**config.mk**
```make
export PLATFORM = sky130hd
export DESIGN_NAME = vga_timing_rx_flat
export DESIGN_NICKNAME = d
export VERILOG_FILES = /design/src/rtl/vga_timing_rx_if.sv /design/src/rtl/vga_timing_rx.sv /design/src/flat_wrapper.sv
export SDC_FILE = /design/constraint.sdc
export NUM_CORES = 1
export LEC_CHECK = 0
export BUFFER_PORTS_ARGS = -buffer_cell sky130_fd_sc_hd__buf_4
export CORE_MARGIN = 5
export CORE_UTILIZATION = 65
export CTS_CLUSTER_DIAMETER = 200
export CTS_CLUSTER_SIZE = 25
export DETAILED_ROUTE_END_ITERATION = 12
export PLACE_DENSITY = 0.85
export SYNTH_ARGS = -nofsm -noshare
export SYNTH_HDL_FRONTEND = slang
export SYNTH_SLANG_ARGS = --single-unit
```
**constraint.sdc**
```tcl
create_clock -name clk -period 5.3 [get_ports clk]
set_input_delay 1.325 -clock clk [delete_from_list [all_inputs] [get_ports clk]]
set_output_delay 1.325 -clock clk [all_outputs]
set_load 0.05 [all_outputs]
```
**src/rtl/vga_timing_rx_if.sv**
```systemverilog
// Video timing bundle between a sync source (hsync/vsync/blank) and the
// timing receiver that reports recovered coordinates, measurements and lock.
interface vga_timing_rx_if #(
  parameter int H_W = 11,
  parameter int V_W = 10
);
  logic           hsync;
  logic           vsync;
  logic           blank;
  logic [H_W-1:0] x;
  logic [V_W-1:0] y;
  logic           active;
  logic [H_W-1:0] line_period;
  logic [V_W-1:0] frame_lines;
  logic           locked;
  logic           sync_err;

  modport master (
    output hsync, vsync, blank,
    input  x, y, active, line_period, frame_lines, locked, sync_err
  );

  modport slave (
    input  hsync, vsync, blank,
    output x, y, active, line_period, frame_lines, locked, sync_err
  );
endinterface

```
**src/rtl/vga_timing_rx.sv**
```systemverilog
// Video timing receiver: recovers pixel coordinates from hsync/vsync/blank,
// measures line period and lines per frame, and tracks lock on stable timing.
module vga_timing_rx #(
  parameter int H_W     = 11,
  parameter int V_W     = 10,
  parameter int TIMEOUT = 4096
) (
  input  logic           clk,
  input  logic           rst_n,
  vga_timing_rx_if.slave vid
);

  localparam int WD_W = $clog2(TIMEOUT + 1);
  localparam logic [H_W-1:0]  H_ONE    = H_W'(1);
  localparam logic [V_W-1:0]  V_ONE    = V_W'(1);
  localparam logic [WD_W-1:0] WD_ONE   = WD_W'(1);
  localparam logic [WD_W-1:0] WD_LIMIT = WD_W'(TIMEOUT);

  typedef enum logic [1:0] {
    SEARCH = 2'd0,
    TRACK  = 2'd1,
    LOCKED = 2'd2
  } state_t;

  logic           hs_q, vs_q, bk_q;
  logic           hs_qq, vs_qq;
  logic           in_vld_q;

  logic [H_W-1:0] hcnt_q, hcnt_d;
  logic [H_W-1:0] line_period_q, line_period_d;
  logic [H_W-1:0] first_period_q, first_period_d;
  logic [H_W-1:0] x_q, x_d;
  logic [V_W-1:0] vcnt_q, vcnt_d;
  logic [V_W-1:0] frame_lines_q, frame_lines_d;
  logic [V_W-1:0] y_q, y_d;
  logic [WD_W-1:0] wd_q, wd_d;
  logic           lp_valid_q, lp_valid_d;
  logic           first_valid_q, first_valid_d;
  logic           line_ok_q, line_ok_d;
  logic           active_q, active_d;

  state_t         state_q;
  logic [H_W-1:0] ref_period_q;
  logic [V_W-1:0] ref_lines_q;
  logic           ref_valid_q;
  logic           locked_q;
  logic           sync_err_q;

  logic           hs_rise, vs_rise, y_step, timeout;
  logic           period_chk, line_bad, frame_ok, ref_match;
  logic [H_W-1:0] hcnt_inc;
  logic [V_W-1:0] vcnt_add;

  // active_q doubles as the delayed blank: a blank rise while active_q is set
  // is exactly a blank rise that follows a visible pixel.
  assign hs_rise    = hs_q & ~hs_qq;
  assign vs_rise    = vs_q & ~vs_qq;
  assign y_step     = bk_q & active_q;
  assign timeout    = (wd_q == WD_LIMIT);
  assign hcnt_inc   = (&hcnt_q) ? hcnt_q : hcnt_q + H_ONE;
  assign vcnt_add   = (hs_rise && !(&vcnt_q)) ? vcnt_q + V_ONE : vcnt_q;
  assign period_chk = hs_rise & lp_valid_q;
  assign line_bad   = period_chk & first_valid_q & (hcnt_inc != first_period_q);
  assign frame_ok   = line_ok_q & ~line_bad & (first_valid_q | period_chk);
  assign ref_match  = ref_valid_q && (line_period_d == ref_period_q) &&
                      (frame_lines_d == ref_lines_q);

  // Horizontal/vertical measurement, per-frame line consistency and watchdog.
  always_comb begin
    hcnt_d         = hs_rise ? '0 : hcnt_inc;
    line_period_d  = hs_rise ? hcnt_inc : line_period_q;
    wd_d           = hs_rise ? '0 : (timeout ? wd_q : wd_q + WD_ONE);
    lp_valid_d     = timeout ? 1'b0 : (hs_rise ? 1'b1 : lp_valid_q);

    vcnt_d         = vs_rise ? '0 : vcnt_add;
    frame_lines_d  = vs_rise ? vcnt_add : frame_lines_q;

    first_valid_d  = first_valid_q;
    first_period_d = first_period_q;
    if (vs_rise) begin
      first_valid_d = 1'b0;
    end else if (period_chk && !first_valid_q) begin
      first_valid_d  = 1'b1;
      first_period_d = hcnt_inc;
    end
    line_ok_d = vs_rise ? 1'b1 : (line_bad ? 1'b0 : line_ok_q);
  end

  // Coordinate recovery; x restarts at 0 on the first visible pixel of a line.
  always_comb begin
    active_d = ~bk_q & in_vld_q;
    x_d      = '0;
    if (!bk_q && active_q) begin
      x_d = (&x_q) ? x_q : x_q + H_ONE;
    end
    y_d = y_q;
    if (vs_rise) begin
      y_d = '0;
    end else if (y_step && !(&y_q)) begin
      y_d = y_q + V_ONE;
    end
  end

  always_ff @(posedge clk or negedge rst_n) begin
    if (!rst_n) begin
      hs_q           <= 1'b0;
      vs_q           <= 1'b0;
      bk_q           <= 1'b0;
      hs_qq          <= 1'b0;
      vs_qq          <= 1'b0;
      in_vld_q       <= 1'b0;
      hcnt_q         <= '0;
      line_period_q  <= '0;
      first_period_q <= '0;
      x_q            <= '0;
      vcnt_q         <= '0;
      frame_lines_q  <= '0;
      y_q            <= '0;
      wd_q           <= '0;
      lp_valid_q     <= 1'b0;
      first_valid_q  <= 1'b0;
      line_ok_q      <= 1'b0;
      active_q       <= 1'b0;
    end else begin
      hs_q           <= vid.hsync;
      vs_q           <= vid.vsync;
      bk_q           <= vid.blank;
      hs_qq          <= hs_q;
      vs_qq          <= vs_q;
      in_vld_q       <= 1'b1;
      hcnt_q         <= hcnt_d;
      line_period_q  <= line_period_d;
      first_period_q <= first_period_d;
      x_q            <= x_d;
      vcnt_q         <= vcnt_d;
      frame_lines_q  <= frame_lines_d;
      y_q            <= y_d;
      wd_q           <= wd_d;
      lp_valid_q     <= lp_valid_d;
      first_valid_q  <= first_valid_d;
      line_ok_q      <= line_ok_d;
      active_q       <= active_d;
    end
  end

  // Lock tracking. Decisions use the measurements as they are being updated
  // this cycle, so a vsync edge is judged against the frame it just closed.
  always_ff @(posedge clk or negedge rst_n) begin
    if (!rst_n) begin
      state_q      <= SEARCH;
      ref_period_q <= '0;
      ref_lines_q  <= '0;
      ref_valid_q  <= 1'b0;
      locked_q     <= 1'b0;
      sync_err_q   <= 1'b0;
    end else begin
      sync_err_q <= 1'b0;
      if (timeout) begin
        if (state_q == LOCKED) begin
          sync_err_q <= 1'b1;
        end
        state_q     <= SEARCH;
        locked_q    <= 1'b0;
        ref_valid_q <= 1'b0;
      end else begin
        case (state_q)
          SEARCH: begin
            locked_q <= 1'b0;
            if (vs_rise) begin
              state_q      <= TRACK;
              ref_period_q <= '0;
              ref_lines_q  <= '0;
              ref_valid_q  <= 1'b0;
            end
          end
          TRACK: begin
            locked_q <= 1'b0;
            if (vs_rise) begin
              if (frame_ok && ref_match) begin
                state_q  <= LOCKED;
                locked_q <= 1'b1;
              end else begin
                ref_period_q <= line_period_d;
                ref_lines_q  <= frame_lines_d;
                ref_valid_q  <= frame_ok;
              end
            end
          end
          LOCKED: begin
            locked_q <= 1'b1;
            if ((period_chk && (line_period_d != ref_period_q)) ||
                (vs_rise && (frame_lines_d != ref_lines_q))) begin
              sync_err_q  <= 1'b1;
              state_q     <= TRACK;
              locked_q    <= 1'b0;
              ref_valid_q <= 1'b0;
            end
          end
          default: begin
            state_q  <= SEARCH;
            locked_q <= 1'b0;
          end
        endcase
      end
    end
  end

  assign vid.x           = x_q;
  assign vid.y           = y_q;
  assign vid.active      = active_q;
  assign vid.line_period = line_period_q;
  assign vid.frame_lines = frame_lines_q;
  assign vid.locked      = locked_q;
  assign vid.sync_err    = sync_err_q;

endmodule

```
**src/flat_wrapper.sv**
```systemverilog
// flat-port wrapper written by rule: the top's interface ports become plain ports
module vga_timing_rx_flat 
#(
  parameter int H_W     = 11,
  parameter int V_W     = 10,
  parameter int TIMEOUT = 4096
)
  (clk, rst_n, vid_hsync, vid_vsync, vid_blank, vid_x, vid_y, vid_active, vid_line_period, vid_frame_lines, vid_locked, vid_sync_err);
  vga_timing_rx_if #(.H_W(H_W), .V_W(V_W)) vid_i ();
  input  logic clk;
  input  logic rst_n;
  input wire logic [$bits(vid_i.hsync)-1:0] vid_hsync;
  input wire logic [$bits(vid_i.vsync)-1:0] vid_vsync;
  input wire logic [$bits(vid_i.blank)-1:0] vid_blank;
  output wire logic [$bits(vid_i.x)-1:0] vid_x;
  output wire logic [$bits(vid_i.y)-1:0] vid_y;
  output wire logic [$bits(vid_i.active)-1:0] vid_active;
  output wire logic [$bits(vid_i.line_period)-1:0] vid_line_period;
  output wire logic [$bits(vid_i.frame_lines)-1:0] vid_frame_lines;
  output wire logic [$bits(vid_i.locked)-1:0] vid_locked;
  output wire logic [$bits(vid_i.sync_err)-1:0] vid_sync_err;
  assign vid_i.hsync = vid_hsync;
  assign vid_i.vsync = vid_vsync;
  assign vid_i.blank = vid_blank;
  assign vid_x = vid_i.x;
  assign vid_y = vid_i.y;
  assign vid_active = vid_i.active;
  assign vid_line_period = vid_i.line_period;
  assign vid_frame_lines = vid_i.frame_lines;
  assign vid_locked = vid_i.locked;
  assign vid_sync_err = vid_i.sync_err;
  vga_timing_rx #(.H_W(H_W), .V_W(V_W), .TIMEOUT(TIMEOUT)) u_core (.clk(clk), .rst_n(rst_n), .vid(vid_i));
endmodule
```
# Word level (Yosys, flattened, before mapping)
# Cells that the tools add are included.
dict set report op_classes {
  multipliers 0
  n_addsub 5
  n_eq_ne 18
  bitwise 16
  div 0
  n_reduce_logical 29
  n_mux 47
  magnitude_cmp 0
  n_shift 0
}
# cell n
set ops {}
lappend ops {{2-to-1 mux 11 bit} 8}
lappend ops {{2-to-1 mux 10 bit} 8}
lappend ops {{2-to-1 mux 13 bit} 2}
lappend ops {{adder 11 x 1 -> 11 bit, second input constant} 2}
lappend ops {{inequality test 11 bit} 2}
lappend ops {{one-hot mux 11 bit (2 select lines)} 1}
lappend ops {{AND reduction 11 bit} 2}
lappend ops {{adder 10 x 1 -> 10 bit, second input constant} 2}
lappend ops {{one-hot mux 10 bit (2 select lines)} 1}
lappend ops {{AND reduction 10 bit} 2}
lappend ops {{2-to-1 mux 1 bit} 19}
lappend ops {{adder 13 x 1 -> 13 bit, second input constant} 1}
lappend ops {{equality test 13 bit, second input constant} 1}
lappend ops {{equality test 11 bit} 1}
lappend ops {{equality test 10 bit} 1}
lappend ops {{2-to-1 mux 2 bit} 5}
lappend ops {{inequality test 10 bit} 1}
lappend ops {{AND reduction 5 bit} 2}
lappend ops {{nonzero test 2 bit} 5}
lappend ops {{bitwise AND 1 bit} 9}
lappend ops {{logical AND 1 bit} 9}
lappend ops {{inequality test 3 x 1 -> 1 bit, second input constant} 3}
lappend ops {{inequality test 2 x 1 -> 1 bit, second input constant} 3}
lappend ops {{inequality test 3 x 2 -> 1 bit, second input constant} 2}
lappend ops {{14 further kinds} 23}
dict set report word_totals {
  output_inout_bits 45
  elab_cells 139
  mem_bits_ro 0
  ram_bits 0
  memories 0
  reg_bits 123
  in_bits 5
  latch_bits 0
}

# Logic depth before layout (Yosys ltp)
# Gate-level depths: netlist of run 1.
dict set report depth {
  depth_word 13
  depth_mapped 13
  depth_no_buf 11
}

# Worst setup path before layout of run 1
# Ideal clock, no wire load.
dict set report synth_path {
  path_kind {register -> register}
  start {reg u_core.hcnt_q[0]}
  end {reg u_core.ref_period_q[1]}
  path_stages_with_launch 13
  setup_time_ps 125
  arrival_ps 3377
  path_slack_ps 1797
  n_path_buf 1
  period_less_slack_ps 3503
  required_time_ps 5175
  path_cell_list {dfrtp_1 -> ha_1 -> nand3_1 -> nor3_4 -> a21oi_2 -> mux2_4 -> or4b_4 -> o311ai_2 -> and3_4 -> nand4_4 -> o21ai_4 -> buf_6 -> mux2_4}
}
dict set report synth_via {
  elab_chain_cells 10
  word_cells_on_any_way 18
  cone_classes {add/sub (1); eq/ne (3); mux (5); bitwise (4); reduce/logical (5)}
}
# element line
set synth_lines {}
lappend synth_lines {{start: declaration} vga_timing_rx.sv:29} ;# logic [H_W-1:0] hcnt_q, hcnt_d;
lappend synth_lines {{start signal: assignment} vga_timing_rx.sv:131} ;# hcnt_q <= hcnt_d;
lappend synth_lines {{adder 11 x 1 -> 11 bit or AND reduction 11 bit (tied branches)} vga_timing_rx.sv:60} ;# assign hcnt_inc = (&hcnt_q) ? hcnt_q : hcnt_q + H_ONE;
lappend synth_lines {{2-to-1 mux 11 bit (*)} vga_timing_rx.sv:60}
lappend synth_lines {{inequality test 11 bit} vga_timing_rx.sv:63} ;# assign line_bad = period_chk & first_valid_q & (hcnt_inc != first_period_q);
lappend synth_lines {{bitwise AND 1 bit} vga_timing_rx.sv:63}
lappend synth_lines {{inverter 1 bit} vga_timing_rx.sv:64} ;# assign frame_ok = line_ok_q & ~line_bad & (first_valid_q | period_chk);
lappend synth_lines {{bitwise AND 1 bit (2 in series)} vga_timing_rx.sv:64}
lappend synth_lines {{logical AND 1 bit} vga_timing_rx.sv:179} ;# if (frame_ok && ref_match) begin
lappend synth_lines {{inequality test 2 bit (no line)} --}
lappend synth_lines {{AND reduction 5 bit (no line)} --}
lappend synth_lines {{end signal: assignment} vga_timing_rx.sv:183} ;# ref_period_q <= line_period_d;
lappend synth_lines {{end: declaration} vga_timing_rx.sv:43} ;# logic [H_W-1:0] ref_period_q;
# Mark *: on every way between the ends. The rest lies on a longest branch, timed or not. The select of a mux whose other input is x is not followed.
# A chain may end at the register's enable or synchronous reset.

# Worst setup path after layout of run 1
dict set report layout_path {
  start {reg u_core.hs_qq}
  end {reg u_core.ref_lines_q[2]}
}
dict set report layout_via {
  word_cells_on_any_way 23
  cone_classes {eq/ne (3); mux (6); bitwise (9); reduce/logical (5)}
}
# element line
set layout_rtl {}
lappend layout_rtl {{start: declaration} vga_timing_rx.sv:26} ;# logic hs_qq, vs_qq;
lappend layout_rtl {{start signal: assignment} vga_timing_rx.sv:128} ;# hs_qq <= hs_q;
lappend layout_rtl {{inverter 1 bit} vga_timing_rx.sv:56} ;# assign hs_rise = hs_q & ~hs_qq;
lappend layout_rtl {{bitwise AND 1 bit} vga_timing_rx.sv:56}
lappend layout_rtl {{logical AND 1 bit} vga_timing_rx.sv:61} ;# assign vcnt_add = (hs_rise && !(&vcnt_q)) ? vcnt_q + V_ONE : vcnt_q;
lappend layout_rtl {{2-to-1 mux 10 bit} vga_timing_rx.sv:61}
lappend layout_rtl {{2-to-1 mux 10 bit} vga_timing_rx.sv:76} ;# frame_lines_d = vs_rise ? vcnt_add : frame_lines_q;
lappend layout_rtl {{via u_core.frame_lines_d[6]} vga_timing_rx.sv:34} ;# logic [V_W-1:0] frame_lines_q, frame_lines_d;
lappend layout_rtl {{equality test 10 bit} vga_timing_rx.sv:66} ;# (frame_lines_d == ref_lines_q);
lappend layout_rtl {{logical AND 1 bit} vga_timing_rx.sv:65} ;# assign ref_match = ref_valid_q && (line_period_d == ref_period_q) &&
lappend layout_rtl {{logical AND 1 bit} vga_timing_rx.sv:179}
lappend layout_rtl {{inequality test 2 bit (no line)} --}
lappend layout_rtl {{AND reduction 5 bit (no line)} --}
lappend layout_rtl {{end signal: assignment} vga_timing_rx.sv:184} ;# ref_lines_q <= frame_lines_d;
lappend layout_rtl {{end: declaration} vga_timing_rx.sv:44} ;# logic [V_W-1:0] ref_lines_q;
# The timed path passes the listed nets, and every way through them passes these cells. The select of a mux whose other input is x is not followed.

==> results of run 1 <==
## logic make-up (layout without fill, tap and decap cells)
kind of cell | Yosys count | after routing | share of synthesized area
AOI/OAI and AO/OA | 100 | 100 | 0.105
xor gates and xnor gates | 64 | 64 | 0.0885
adders and majority gates | 10 | 10 | 0.0197
buffers and inverters | 51 | 115 | 0.0328
DFF | 123 | 123 | 0.486
muxes | 32 | 32 | 0.0539
other | 1 | 1 | 0.000592
and+or+nand+nor | 270 | 270 | 0.214
## metrics by stage
step	hold WS (ns)	area (um2)	util	std cells
3_3_place_gp	0.385	6820	0.708	816
4_1_cts	0.399	7410	0.769	848
6_report	0.408	7410	0.769	848
3_5_place_dp	0.386	6820	0.708	816
5_1_grt	0.421	7410	0.769	848
2_1_floorplan	0.368	6340	-	651
## cell type report
type,instances,area share
sequential,123,0.415
clock inverter,11,0.0194
multi-input combinational,477,0.412
clock buffer,21,0.0606
tap,133,0.0224
timing repair buffer,56,0.0567
inverter,27,0.0137
## cells in the final DEF, fill, tap and decap left out, drive strengths merged, types with 4 or more instances in the layout
cell type,instances
o221ai,4
a21oi,16
inv,27
o21ai,42
nand2,82
and2,6
or3,7
a31oi,7
clkinv,7
nor4,5
or2,5
nor3,10
nand4,15
buf,56
clkbuf,21
mux2i,24
and3,14
nand3,28
mux2,8
xor2,33
nand2b,6
and4,5
ha,10
nor2,75
xnor2,31
dfrtp,123
## power groups by stage
stage	registers, W	clock network [W]	logic (W)
6_report	0.00116	0.00117	0.000647
5_1_grt	0.00117	0.00122	0.000709
4_1_cts	0.00115	0.00117	0.000644
3_5_place_dp	0.00116	0	0.000638
3_3_place_gp	0.00116	0	0.000613
2_1_floorplan	0.00120	0	0.000409
## flip-flops by register name, indices dropped and copies added (netlist names), 11 cells and up
signal,cells
u_core.first_period_q,11
u_core.ref_period_q,11
u_core.vid.line_period,11
u_core.vid.x,11
u_core.wd_q,13
u_core.hcnt_q,11
## per-layer routing
metal	GRT usage	wire length (um)	vias to the layer above
li1	-	-	2362
met1	0.372	6310	2494
met2	0.427	7260	211
met3	0.0616	921	36
met4	0.0992	346	0
met5	0	0	-
## path summary, 6_finish.rpt
check                                              to  slack, ns  cells past startpoint
worst min-delay path                     u_core.vs_qq       0.41                      0
worst max-delay path            u_core.ref_lines_q[2]       0.77                     11
max in group asynchronous           u_core.hcnt_q[10]       3.55                      2
worst min register to register           u_core.vs_qq       0.41                      0
worst max register to register  u_core.ref_lines_q[2]       0.77                     11
min in group asynchronous              u_core.wd_q[7]       0.83                      1
==> report_table.html, run 1 <==
<table>
<tr><th>Metric</th><th>Value</th></tr>
<tr><th colspan="2">Pwr</th></tr>
<tr><td>Int Power</td><td>0.00202 W</td></tr>
<tr><td>Share of power burned in registers</td><td>0.390</td></tr>
<tr><td>Total Power</td><td>0.00297 W</td></tr>
<tr><td>Static leakage</td><td>3.54 nW</td></tr>
<tr><td>Switching component of the power</td><td>0.000950 W</td></tr>
<tr><td>Share of power burned in combinational logic</td><td>0.218</td></tr>
<tr><td>Fraction of power consumed by the clock network</td><td>0.393</td></tr>
<tr><td>Power per cell area</td><td>401 nW/um2</td></tr>
<tr><td>Worst-case vdd ir drop</td><td>0.234 mV</td></tr>
<tr><td>Switching part of the total power</td><td>0.320</td></tr>
<tr><th colspan="2">Synth</th></tr>
<tr><td>Flip-flop cell with the highest count after synthesis</td><td>sky130_fd_sc_hd__dfrtp_1</td></tr>
<tr><td>Number of warnings printed during yosys synthesis</td><td>0</td></tr>
<tr><td>Share of synthesized registers carrying an async set or reset</td><td>1.00</td></tr>
<tr><td>Area share of the leading cell type in the synthesized netlist</td><td>0.486</td></tr>
<tr><td>Post-synthesis sequential area ratio</td><td>0.486</td></tr>
<tr><td>Leading area contributor after synthesis</td><td>sky130_fd_sc_hd__dfrtp_1</td></tr>
<tr><td>Number of synthesized register bits</td><td>123</td></tr>
<tr><td>Most instantiated library cell after synthesis</td><td>sky130_fd_sc_hd__dfrtp_1</td></tr>
<tr><td>Yosys cell types</td><td>64</td></tr>
<tr><td>Mapped Avg Cell Area</td><td>9.73 um2</td></tr>
<tr><td>Net Count, Synth</td><td>666</td></tr>
<tr><td>Number of standard cells after synthesis</td><td>651</td></tr>
<tr><td>Ranking of synthesized cells by instance count</td><td>sky130_fd_sc_hd__dfrtp_1, sky130_fd_sc_hd__nand2_1, sky130_fd_sc_hd__nor2_1</td></tr>
<tr><td>Area contributors post-synth</td><td>sky130_fd_sc_hd__dfrtp_1, sky130_fd_sc_hd__nand2_1, sky130_fd_sc_hd__xor2_1</td></tr>
<tr><td>Area of the mapped netlist</td><td>6340 um2</td></tr>
<tr><td>Number of enable-type register cells in the synthesized netlist</td><td>0</td></tr>
<tr><th colspan="2">Detailed routing</th></tr>
<tr><td>Drt wl/cell</td><td>17.5 um</td></tr>
<tr><td>Number of DRC markers after the initial detailed-route iteration</td><td>463</td></tr>
<tr><td>Number of vias per cell after detailed routing</td><td>6.02</td></tr>
<tr><td>Number of search-and-repair iterations in the first detailed-routing pass</td><td>5</td></tr>
<tr><td>Final wirelength</td><td>14800 um</td></tr>
<tr><td>Routed Antenna Nets</td><td>0</td></tr>
<tr><td>Remaining routing DRC violations</td><td>0</td></tr>
<tr><td>Total number of vias</td><td>5103</td></tr>
<tr><th colspan="2">Critical path</th></tr>
<tr><td>Startpoint of the most critical register-to-register path</td><td>u_core.hs_qq</td></tr>
<tr><td>Critical path origin</td><td>u_core.hs_qq</td></tr>
<tr><td>Element type at the critical path end</td><td>flop</td></tr>
<tr><td>Required arrival time at the worst endpoint</td><td>5.75 ns</td></tr>
<tr><td>Start-to-end type of the worst setup path</td><td>flop to flop</td></tr>
<tr><td>Count of buffering cells on the critical path with inverters included</td><td>1</td></tr>
<tr><td>CP cell instances</td><td>nand2b_1 &gt; nor4b_1 &gt; xnor2_1 &gt; a21oi_1 &gt; a22o_1 &gt; or4_1 &gt; nor3_2 &gt; nand4_4 &gt; o21ai_4 &gt; buf_4 &gt; mux2i_1</td></tr>
<tr><td>Worst path arrival time</td><td>4.98 ns</td></tr>
<tr><td>Largest stage delay, worst path</td><td>0.68 ns</td></tr>
<tr><td>Maximum fanout along the worst path</td><td>25</td></tr>
<tr><td>Top Family by Delay on Critical Path</td><td>simple AND/OR/NAND/NOR gates</td></tr>
<tr><td>Startpoint Class</td><td>flop</td></tr>
<tr><td>Slowest cell on the critical path</td><td>sky130_fd_sc_hd__nor4b_1</td></tr>
<tr><th colspan="2">Clock tree</th></tr>
<tr><td>Buffers from clock root to sink, at most</td><td>2</td></tr>
<tr><td>Clock root buffer master</td><td>sky130_fd_sc_hd__clkbuf_8</td></tr>
<tr><td>Clock-pin slew reported for the worst setup and hold paths after clock tree synthesis</td><td>0.06 ns</td></tr>
<tr><td>CTS-repair resized insts</td><td>0</td></tr>
<tr><td>Setup fix buffers added after clock tree synthesis</td><td>0</td></tr>
<tr><td>Latest clock arrival within the worst-skew pair</td><td>0.53 ns</td></tr>
<tr><td>Count of hold buffers inserted by post-cts repair</td><td>0</td></tr>
<tr><td>TritonCTS clock tree</td><td>done</td></tr>
<tr><td>Clock Sink Count</td><td>123</td></tr>
<tr><td>H-tree lvl count</td><td>4</td></tr>
<tr><td>Total clock buffers created by CTS</td><td>17</td></tr>
<tr><th colspan="2">Global route</th></tr>
<tr><td>Global-route total usage across every layer</td><td>0.271</td></tr>
<tr><td>Antenna violations before repair</td><td>0</td></tr>
<tr><td>Largest net degree at the start of global routing</td><td>57</td></tr>
<tr><td>Via count of the first global-routing pass</td><td>5135</td></tr>
<tr><td>Wire length of the first global-routing pass</td><td>24900 um</td></tr>
<tr><td>Total grt overflow</td><td>0</td></tr>
<tr><th colspan="2">Timing</th></tr>
<tr><td>Worst Clk Skew</td><td>0.00924 ns</td></tr>
<tr><td>Minimum clock period</td><td>4.53 ns</td></tr>
<tr><td>Relative slew margins</td><td>0.394</td></tr>
<tr><td>Transition time at the pin with the least slew margin</td><td>0.908 ns</td></tr>
<tr><td>RSZ-0062 raised after global routing</td><td>false</td></tr>
<tr><td>Final setup viols</td><td>0</td></tr>
<tr><td>Max-slew violation count</td><td>0</td></tr>
<tr><td>Max frequency</td><td>221 MHz</td></tr>
<tr><td>Post-route setup slack</td><td>0.772 ns</td></tr>
<tr><td>Share of the clock period used by the worst path</td><td>0.854</td></tr>
<tr><td>Final hold violation count</td><td>0</td></tr>
<tr><td>Setup tns final</td><td>0 ns</td></tr>
<tr><th colspan="2">Placed design</th></tr>
<tr><td>HPWL after detailed placement</td><td>9860 um</td></tr>
<tr><td>RD Place Congestion</td><td>0.904</td></tr>
<tr><td>IO buf count</td><td>49</td></tr>
<tr><td>Post-Place Worst Slack</td><td>0.970 ns</td></tr>
<tr><th colspan="2">Finish</th></tr>
<tr><td>Area grow syn2layout</td><td>17.0%</td></tr>
<tr><td>Area used by multi-input combinational logic</td><td>3060 um2</td></tr>
<tr><td>Nets@finish</td><td>717</td></tr>
<tr><td>FILL cells</td><td>643</td></tr>
<tr><td>Proportion of layout cells with a drive suffix above 1</td><td>0.162</td></tr>
<tr><td>Antenna diode instance count</td><td>0</td></tr>
<tr><td>Combined flip-flop and latch cell area</td><td>3080 um2</td></tr>
<tr><th colspan="2">Floorplanning</th></tr>
<tr><td>Core footprint</td><td>9640 um2</td></tr>
<tr><td>Die X-Extent</td><td>109 um</td></tr>
<tr><td>Number of rows created at floorplan</td><td>36</td></tr>
<tr><td>Number of top-level design ports</td><td>50</td></tr>
<tr><td>Starting Density</td><td>0.657</td></tr>
<tr><td>Die footprint</td><td>11800 um2</td></tr>
<tr><td>Die height</td><td>109 um</td></tr>
<tr><th colspan="2">Worst hold path</th></tr>
<tr><td>Hold wc startpoint</td><td>u_core.vs_q</td></tr>
<tr><td>HP Class</td><td>flop to flop</td></tr>
<tr><th colspan="2">Job</th></tr>
<tr><td>Number of max-capacitance violations reported</td><td>0</td></tr>
<tr><th colspan="2">Run status</th></tr>
<tr><td>Status</td><td>completed</td></tr>
</table>
No activity file was read; power rests on OpenSTA's default activity.
==> inputs of run 2 (changes only) <==
- CORE_UTILIZATION: 65 -> 67
- CTS_BUF_LIST: unset -> sky130_fd_sc_hd__clkbuf_8
- PLACE_DENSITY: 0.85 -> 0.88
==> run 2 against run 1 <==
Final area down 3.0%. Maximum frequency down 0.51%. Sequential share of layout area up 1.3 points. Clock skew down 0.00091 ns. First-iteration DRC count down 2.2%. Sequential power about the same.
==> report_table.html, run 2 (same netlist as run 1, synthesis figures left out) <==
<table>
<tr><th>Metric</th><th>Value</th></tr>
<tr><th colspan="2">Run status</th></tr>
<tr><td>Status</td><td>completed</td></tr>
<tr><th colspan="2">Floorplanning</th></tr>
<tr><td>Die X-Extent</td><td>107 um</td></tr>
<tr><td>Starting Density</td><td>0.686</td></tr>
<tr><td>Die footprint</td><td>11500 um2</td></tr>
<tr><td>Core footprint</td><td>9240 um2</td></tr>
<tr><td>Number of top-level design ports</td><td>50</td></tr>
<tr><td>Die height</td><td>107 um</td></tr>
<tr><td>Number of rows created at floorplan</td><td>35</td></tr>
<tr><th colspan="2">Pwr</th></tr>
<tr><td>Share of power burned in combinational logic</td><td>0.250</td></tr>
<tr><td>Total Power</td><td>0.00258 W</td></tr>
<tr><td>Power per cell area</td><td>359 nW/um2</td></tr>
<tr><td>Fraction of power consumed by the clock network</td><td>0.305</td></tr>
<tr><td>Worst-case vdd ir drop</td><td>0.276 mV</td></tr>
<tr><td>Int Power</td><td>0.00170 W</td></tr>
<tr><td>Static leakage</td><td>3.44 nW</td></tr>
<tr><td>Switching component of the power</td><td>0.000884 W</td></tr>
<tr><td>Share of power burned in registers</td><td>0.445</td></tr>
<tr><td>Switching part of the total power</td><td>0.342</td></tr>
<tr><th colspan="2">Detailed routing</th></tr>
<tr><td>Number of search-and-repair iterations in the first detailed-routing pass</td><td>5</td></tr>
<tr><td>Routed Antenna Nets</td><td>0</td></tr>
<tr><td>Number of DRC markers after the initial detailed-route iteration</td><td>453</td></tr>
<tr><td>Total number of vias</td><td>5077</td></tr>
<tr><td>Final wirelength</td><td>14100 um</td></tr>
<tr><td>Drt wl/cell</td><td>16.8 um</td></tr>
<tr><td>Number of vias per cell after detailed routing</td><td>6.02</td></tr>
<tr><td>Remaining routing DRC violations</td><td>0</td></tr>
<tr><th colspan="2">Placed design</th></tr>
<tr><td>RD Place Congestion</td><td>0.930</td></tr>
<tr><td>Placed cell count</td><td>812</td></tr>
<tr><td>IO buf count</td><td>49</td></tr>
<tr><td>HPWL after detailed placement</td><td>9850 um</td></tr>
<tr><th colspan="2">Worst hold path</th></tr>
<tr><td>HP Class</td><td>flop to flop</td></tr>
<tr><td>Hold Path Stages</td><td>0</td></tr>
<tr><td>Hold wc startpoint</td><td>u_core.vs_q</td></tr>
<tr><td>Worst hold path endpoint</td><td>u_core.vs_qq</td></tr>
<tr><th colspan="2">Clock tree</th></tr>
<tr><td>Total clock buffers created by CTS</td><td>17</td></tr>
<tr><td>Buffers from clock root to sink, at most</td><td>2</td></tr>
<tr><td>H-tree lvl count</td><td>4</td></tr>
<tr><td>Clock-pin slew reported for the worst setup and hold paths after clock tree synthesis</td><td>0.07 ns</td></tr>
<tr><td>Clock root buffer master</td><td>sky130_fd_sc_hd__clkbuf_8</td></tr>
<tr><td>CTS-repair resized insts</td><td>0</td></tr>
<tr><td>Count of hold buffers inserted by post-cts repair</td><td>0</td></tr>
<tr><td>Latest clock arrival within the worst-skew pair</td><td>0.43 ns</td></tr>
<tr><td>Setup fix buffers added after clock tree synthesis</td><td>0</td></tr>
<tr><td>TritonCTS clock tree</td><td>done</td></tr>
<tr><td>Clock Sink Count</td><td>123</td></tr>
<tr><th colspan="2">Finish</th></tr>
<tr><td>Nets@finish</td><td>717</td></tr>
<tr><td>Antenna diode instance count</td><td>0</td></tr>
<tr><td>FILL cells</td><td>616</td></tr>
<tr><td>Most used cells in the layout excluding fill and tap cells</td><td>sky130_fd_sc_hd__dfrtp_1, sky130_fd_sc_hd__nand2_1, sky130_fd_sc_hd__nor2_1, sky130_fd_sc_hd__buf_4, sky130_fd_sc_hd__o21ai_0</td></tr>
<tr><td>Count of placed standard cells in the final layout, fillers left out</td><td>843</td></tr>
<tr><td>Most common cell after layout, fill and taps aside</td><td>sky130_fd_sc_hd__dfrtp_1</td></tr>
<tr><td>Area grow syn2layout</td><td>13.5%</td></tr>
<tr><td>Flip-flop count of the largest register after layout</td><td>13</td></tr>
<tr><td>Area used by multi-input combinational logic</td><td>3060 um2</td></tr>
<tr><td>Combined flip-flop and latch cell area</td><td>3080 um2</td></tr>
<tr><td>Proportion of layout cells with a drive suffix above 1</td><td>0.162</td></tr>
<tr><td>Register name with the most flops</td><td>u_core.wd_q</td></tr>
<tr><th colspan="2">Timing</th></tr>
<tr><td>RSZ-0062 raised after global routing</td><td>false</td></tr>
<tr><td>Max-slew violation count</td><td>0</td></tr>
<tr><td>Share of the clock period used by the worst path</td><td>0.859</td></tr>
<tr><td>Worst hold slack</td><td>0.409 ns</td></tr>
<tr><td>Relative slew margins</td><td>0.365</td></tr>
<tr><td>Final hold violation count</td><td>0</td></tr>
<tr><td>Minimum clock period</td><td>4.55 ns</td></tr>
<tr><td>Setup tns final</td><td>0 ns</td></tr>
<tr><td>Transition time at the pin with the least slew margin</td><td>0.952 ns</td></tr>
<tr><td>Worst Clk Skew</td><td>0.00833 ns</td></tr>
<tr><td>Max frequency</td><td>220 MHz</td></tr>
<tr><td>Final setup viols</td><td>0</td></tr>
<tr><th colspan="2">Critical path</th></tr>
<tr><td>Slowest cell on the critical path</td><td>sky130_fd_sc_hd__nor4b_1</td></tr>
<tr><td>Largest stage delay, worst path</td><td>0.70 ns</td></tr>
<tr><td>Worst path arrival time</td><td>4.90 ns</td></tr>
<tr><td>Startpoint Class</td><td>flop</td></tr>
<tr><td>Count of cells along the worst register-to-register path</td><td>11</td></tr>
<tr><td>CP cell instances</td><td>nand2b_1 &gt; nor4b_1 &gt; xnor2_1 &gt; a21oi_1 &gt; a22o_1 &gt; or4_1 &gt; nor3_2 &gt; nand4_4 &gt; o21ai_4 &gt; buf_4 &gt; mux2i_1</td></tr>
<tr><td>Count of buffering cells on the critical path with inverters included</td><td>1</td></tr>
<tr><td>Maximum fanout along the worst path</td><td>25</td></tr>
<tr><td>Startpoint of the most critical register-to-register path</td><td>u_core.hs_qq</td></tr>
<tr><td>Reg2Reg Capture Point</td><td>u_core.ref_period_q[4]</td></tr>
<tr><td>Required arrival time at the worst endpoint</td><td>5.65 ns</td></tr>
<tr><td>Setup slack of the worst register-to-register path</td><td>0.75 ns</td></tr>
<tr><td>Start-to-end type of the worst setup path</td><td>flop to flop</td></tr>
<tr><td>Element type at the critical path end</td><td>flop</td></tr>
<tr><td>Top Family by Delay on Critical Path</td><td>simple AND/OR/NAND/NOR gates</td></tr>
<tr><th colspan="2">Global route</th></tr>
<tr><td>Antenna violations before repair</td><td>0</td></tr>
<tr><td>Largest net degree at the start of global routing</td><td>61</td></tr>
<tr><td>Wire length of the first global-routing pass</td><td>24500 um</td></tr>
<tr><td>Global-route total usage across every layer</td><td>0.267</td></tr>
<tr><td>Via count of the first global-routing pass</td><td>5057</td></tr>
<tr><td>Total grt overflow</td><td>0</td></tr>
<tr><th colspan="2">Job</th></tr>
<tr><td>Number of max-capacitance violations reported</td><td>0</td></tr>
</table>
-- run 2: cell type report --
cell class	instances	area share
inverters	27	0.0141
repair buffers	56	0.0585
clock inverters	13	0.0177
well taps	129	0.0224
flip-flops and latches	123	0.428
clock buffers	18	0.0344
multi-input cells	477	0.425
-- run 2: power groups by stage --
stage | Clock (W) | Combinational, W | Sequential [W]
2_1_floorplan | 0 | 0.000409 | 0.00120
3_3_place_gp | 0 | 0.000611 | 0.00116
3_5_place_dp | 0 | 0.000629 | 0.00116
4_1_cts | 0.000799 | 0.000644 | 0.00115
5_1_grt | 0.000850 | 0.000712 | 0.00116
6_report | 0.000788 | 0.000646 | 0.00115
-- run 2: layer usage --
layer / global-route usage / vias up / wire length, um
met1: 0.359 / 2494 / 6030
met4: 0.0785 / 0 / 210
met5: 0 / - / 0
met2: 0.429 / 198 / 6900
li1: - / 2361 / -
met3: 0.0710 / 24 / 1010
-- run 2: stage by stage --
step,worst slack (ns),utilization,cell area (um2)
after floorplan,1.80,-,6340
after global placement,1.15,0.738,6820
after detailed placement,0.930,0.738,6820
after CTS,0.833,0.778,7190
after global routing,0.492,0.778,7190
final,0.749,0.778,7190
-- run 2: how the worst max path moves through the flow --
stage                startpoint                      to  slack [ns]  cells past startpoint
2_1_floorplan  u_core.hcnt_q[0]  u_core.ref_period_q[1]        1.80                     12
3_5_place_dp       u_core.hs_qq  u_core.ref_period_q[4]        0.93                     11
6_report           u_core.hs_qq  u_core.ref_period_q[4]        0.75                     11
4_1_cts            u_core.hs_qq  u_core.ref_period_q[4]        0.83                     11
5_1_grt            u_core.hs_qq  u_core.ref_period_q[0]        0.49                     11
3_3_place_gp       u_core.hs_qq  u_core.ref_period_q[6]        1.15                     11
==> inputs of run 3 (changes only) <==
- ABC_AREA: unset -> 1
- CORE_UTILIZATION: 67 -> 68
- PLACE_DENSITY: 0.88 -> 0.89
==> run 3 against run 2 <==
Synthesized cell count is 37% higher. Non-clock buffer count is 3 lower. Critical path type unchanged. Via count is 17% higher. Total power is 5.2% higher. Critical endpoint is now u_core.ref_lines_q[0].
==> report_table.html, run 3 <==
<table>
<tr><th>Metric</th><th>Value</th></tr>
<tr><th colspan="2">Finish</th></tr>
<tr><td>Register name with the most flops</td><td>u_core.wd_q</td></tr>
<tr><td>Antenna diode instance count</td><td>0</td></tr>
<tr><td>FILL cells</td><td>690</td></tr>
<tr><td>Area used by multi-input combinational logic</td><td>3150 um2</td></tr>
<tr><td>Most used cells in the layout excluding fill and tap cells</td><td>sky130_fd_sc_hd__nand2_1, sky130_fd_sc_hd__inv_1, sky130_fd_sc_hd__dfrtp_1, sky130_fd_sc_hd__nand3_1, sky130_fd_sc_hd__nor2_1</td></tr>
<tr><td>Nets@finish</td><td>955</td></tr>
<tr><td>Most common cell after layout, fill and taps aside</td><td>sky130_fd_sc_hd__nand2_1</td></tr>
<tr><td>Proportion of layout cells with a drive suffix above 1</td><td>0.174</td></tr>
<tr><td>Combined flip-flop and latch cell area</td><td>3080 um2</td></tr>
<tr><td>Flip-flop count of the largest register after layout</td><td>13</td></tr>
<tr><td>Area grow syn2layout</td><td>12.0%</td></tr>
<tr><th colspan="2">Critical path</th></tr>
<tr><td>Top Family by Delay on Critical Path</td><td>buffers and inverters</td></tr>
<tr><td>Required arrival time at the worst endpoint</td><td>5.66 ns</td></tr>
<tr><td>Element type at the critical path end</td><td>flop</td></tr>
<tr><td>Startpoint Class</td><td>flop</td></tr>
<tr><td>Cell type with the highest occurrence count on the critical path</td><td>sky130_fd_sc_hd__nand2_1</td></tr>
<tr><td>Count of buffering cells on the critical path with inverters included</td><td>4</td></tr>
<tr><td>Start-to-end type of the worst setup path</td><td>flop to flop</td></tr>
<tr><td>Maximum fanout along the worst path</td><td>49</td></tr>
<tr><td>Slowest cell on the critical path</td><td>sky130_fd_sc_hd__inv_2</td></tr>
<tr><td>Worst path arrival time</td><td>4.25 ns</td></tr>
<tr><td>Largest stage delay, worst path</td><td>0.77 ns</td></tr>
<tr><td>CP cell instances</td><td>inv_1 &gt; nand2_2 &gt; inv_2 &gt; nand3_1 &gt; nand2_1 &gt; nand3_1 &gt; nand2_1 &gt; nand2_1 &gt; nand2_1 &gt; clkinv_1 &gt; nand3_1 &gt; nor2_1 &gt; nand2_1 &gt; nor2_4 &gt; nand3_2 &gt; nand2_1 &gt; inv_2 &gt; nand3_1 &gt; o21ai_2</td></tr>
<tr><th colspan="2">Global route</th></tr>
<tr><td>Wire length of the first global-routing pass</td><td>25200 um</td></tr>
<tr><td>Global-route total usage across every layer</td><td>0.268</td></tr>
<tr><td>Via count of the first global-routing pass</td><td>5664</td></tr>
<tr><td>Antenna violations before repair</td><td>0</td></tr>
<tr><td>Total grt overflow</td><td>0</td></tr>
<tr><td>Largest net degree at the start of global routing</td><td>51</td></tr>
<tr><th colspan="2">Detailed routing</th></tr>
<tr><td>Remaining routing DRC violations</td><td>0</td></tr>
<tr><td>Total number of vias</td><td>5956</td></tr>
<tr><td>Routed Antenna Nets</td><td>0</td></tr>
<tr><td>Number of vias per cell after detailed routing</td><td>5.48</td></tr>
<tr><td>Number of DRC markers after the initial detailed-route iteration</td><td>445</td></tr>
<tr><td>Number of search-and-repair iterations in the first detailed-routing pass</td><td>6</td></tr>
<tr><td>Drt wl/cell</td><td>13.6 um</td></tr>
<tr><td>Final wirelength</td><td>14800 um</td></tr>
<tr><th colspan="2">Synth</th></tr>
<tr><td>Yosys cell types</td><td>38</td></tr>
<tr><td>Ranking of synthesized cells by instance count</td><td>sky130_fd_sc_hd__nand2_1, sky130_fd_sc_hd__inv_1, sky130_fd_sc_hd__dfrtp_1</td></tr>
<tr><td>Post-synthesis sequential area ratio</td><td>0.449</td></tr>
<tr><td>Area of the mapped netlist</td><td>6850 um2</td></tr>
<tr><td>Number of synthesized register bits</td><td>123</td></tr>
<tr><td>Area share of the leading cell type in the synthesized netlist</td><td>0.449</td></tr>
<tr><td>Mapped Avg Cell Area</td><td>7.67 um2</td></tr>
<tr><td>Number of enable-type register cells in the synthesized netlist</td><td>0</td></tr>
<tr><td>Most instantiated library cell after synthesis</td><td>sky130_fd_sc_hd__nand2_1</td></tr>
<tr><td>Number of warnings printed during yosys synthesis</td><td>0</td></tr>
<tr><td>Net Count, Synth</td><td>908</td></tr>
<tr><td>Share of synthesized registers carrying an async set or reset</td><td>1.00</td></tr>
<tr><td>Flip-flop cell with the highest count after synthesis</td><td>sky130_fd_sc_hd__dfrtp_1</td></tr>
<tr><td>Leading area contributor after synthesis</td><td>sky130_fd_sc_hd__dfrtp_1</td></tr>
<tr><td>Area contributors post-synth</td><td>sky130_fd_sc_hd__dfrtp_1, sky130_fd_sc_hd__nand2_1, sky130_fd_sc_hd__nand3_1</td></tr>
<tr><td>Number of standard cells after synthesis</td><td>893</td></tr>
<tr><th colspan="2">Timing</th></tr>
<tr><td>Max frequency</td><td>257 MHz</td></tr>
<tr><td>Final setup viols</td><td>0</td></tr>
<tr><td>Share of the clock period used by the worst path</td><td>0.734</td></tr>
<tr><td>Setup tns final</td><td>0 ns</td></tr>
<tr><td>Relative slew margins</td><td>0.209</td></tr>
<tr><td>Transition time at the pin with the least slew margin</td><td>1.18 ns</td></tr>
<tr><td>Worst Clk Skew</td><td>0.0105 ns</td></tr>
<tr><td>RSZ-0062 raised after global routing</td><td>false</td></tr>
<tr><td>Minimum clock period</td><td>3.89 ns</td></tr>
<tr><td>Post-route setup slack</td><td>1.41 ns</td></tr>
<tr><td>Final hold violation count</td><td>0</td></tr>
<tr><td>Max-slew violation count</td><td>0</td></tr>
<tr><th colspan="2">Pwr</th></tr>
<tr><td>Power per cell area</td><td>354 nW/um2</td></tr>
<tr><td>Worst-case vdd ir drop</td><td>0.219 mV</td></tr>
<tr><td>Static leakage</td><td>3.86 nW</td></tr>
<tr><th colspan="2">Clock tree</th></tr>
<tr><td>Setup fix buffers added after clock tree synthesis</td><td>0</td></tr>
<tr><td>Buffers from clock root to sink, at most</td><td>2</td></tr>
<tr><td>Total clock buffers created by CTS</td><td>17</td></tr>
<tr><td>TritonCTS clock tree</td><td>done</td></tr>
<tr><td>CTS-repair resized insts</td><td>0</td></tr>
<tr><td>Clock root buffer master</td><td>sky130_fd_sc_hd__clkbuf_8</td></tr>
<tr><td>Clock-pin slew reported for the worst setup and hold paths after clock tree synthesis</td><td>0.07 ns</td></tr>
<tr><td>H-tree lvl count</td><td>4</td></tr>
<tr><td>Latest clock arrival within the worst-skew pair</td><td>0.45 ns</td></tr>
<tr><td>Count of hold buffers inserted by post-cts repair</td><td>0</td></tr>
<tr><td>Clock Sink Count</td><td>123</td></tr>
<tr><th colspan="2">Floorplanning</th></tr>
<tr><td>Number of rows created at floorplan</td><td>36</td></tr>
<tr><td>Die height</td><td>110 um</td></tr>
<tr><td>Core footprint</td><td>9820 um2</td></tr>
<tr><td>Die footprint</td><td>12200 um2</td></tr>
<tr><td>Die X-Extent</td><td>110 um</td></tr>
<tr><td>Number of top-level design ports</td><td>50</td></tr>
<tr><td>Starting Density</td><td>0.698</td></tr>
<tr><th colspan="2">Job</th></tr>
<tr><td>Number of max-capacitance violations reported</td><td>0</td></tr>
<tr><th colspan="2">Worst hold path</th></tr>
<tr><td>HP Class</td><td>flop to flop</td></tr>
<tr><th colspan="2">Placed design</th></tr>
<tr><td>RD Place Congestion</td><td>0.862</td></tr>
<tr><td>HPWL after detailed placement</td><td>10100 um</td></tr>
<tr><td>IO buf count</td><td>49</td></tr>
<tr><td>Post-Place Worst Slack</td><td>1.52 ns</td></tr>
<tr><th colspan="2">Run status</th></tr>
<tr><td>Status</td><td>completed</td></tr>
</table>
==> run 3: cell count changes after synthesis, moves of 12 or more <==
cell	before	now
sky130_fd_sc_hd__inv_1	27	124
sky130_fd_sc_hd__nand2_1	82	240
sky130_fd_sc_hd__o21ai_0	41	28
sky130_fd_sc_hd__o21ai_2	0	21
sky130_fd_sc_hd__nor3_1	7	21
sky130_fd_sc_hd__mux2i_1	24	0
sky130_fd_sc_hd__nand3_2	1	26
sky130_fd_sc_hd__xor2_1	33	4
sky130_fd_sc_hd__nand3_1	27	112
sky130_fd_sc_hd__nor2_1	75	61
sky130_fd_sc_hd__xnor2_1	31	1
sky130_fd_sc_hd__and3_1	13	1
==> run 3: kinds of logic after synthesis <==
| group | Yosys count | share of synthesized area |
|---|---|---|
| other | 1 | 0.000547 |
| DFF | 123 | 0.449 |
| xor gates and xnor gates | 5 | 0.00639 |
| AOI/OAI and AO/OA | 88 | 0.0803 |
| and+or+nand+nor | 511 | 0.352 |
| buffers and inverters | 155 | 0.0928 |
| adders and majority gates | 10 | 0.0183 |
==> run 3: routing by layer <==
layer | track usage | vias up | wire (um)
met5 | 0 | - | 0
met4 | 0.105 | 0 | 309
met3 | 0.0699 | 34 | 861
met2 | 0.432 | 173 | 6960
met1 | 0.347 | 2780 | 6670
li1 | - | 2969 | -
==> run 3: final cells by class <==
class	instances	area share
Timing Repair Buffer	53	0.0518
Clock inverter	12	0.0161
Inverter	130	0.0636
Sequential cell	123	0.401
Multi-Input combinational cell	615	0.410
Clock buffer	20	0.0359
Tap cell	133	0.0217
==> run 3: final timing paths <==
check | to | startpoint | slack (ns) | depth (start not counted)
max in group asynchronous | u_core.ref_lines_q[4] | rst_n | 3.40 | 2
worst min register to register | u_core.vs_qq | u_core.vs_q | 0.38 | 0
worst max register to register | u_core.ref_lines_q[0] | u_core.hs_qq | 1.41 | 19
worst min-delay path | u_core.vs_qq | u_core.vs_q | 0.38 | 0
min in group asynchronous | u_core.wd_q[5] | rst_n | 0.86 | 1
worst max-delay path | u_core.ref_lines_q[0] | u_core.hs_qq | 1.41 | 19
==> run 3: through the flow <==
step                      hold WS, ns  std cells   util  total power, W  instance area, um2
final                           0.378       1086  0.782         0.00272                7670
after global routing            0.398       1086  0.782         0.00289                7670
after CTS                       0.378       1086  0.782         0.00273                7670
after detailed placement        0.361       1054  0.741         0.00190                7280
after global placement          0.358       1054  0.741         0.00187                7280
after floorplan                 0.354        893      -         0.00173                6850
==> run 3: where the power goes <==
part / switching, W / total, W / internal, W / leakage (nW)
registers: 0.0000875 / 0.00114 / 0.00105 / 1.64
logic: 0.000510 / 0.000753 / 0.000243 / 2.02
clock network: 0.000378 / 0.000828 / 0.000450 / 0.195
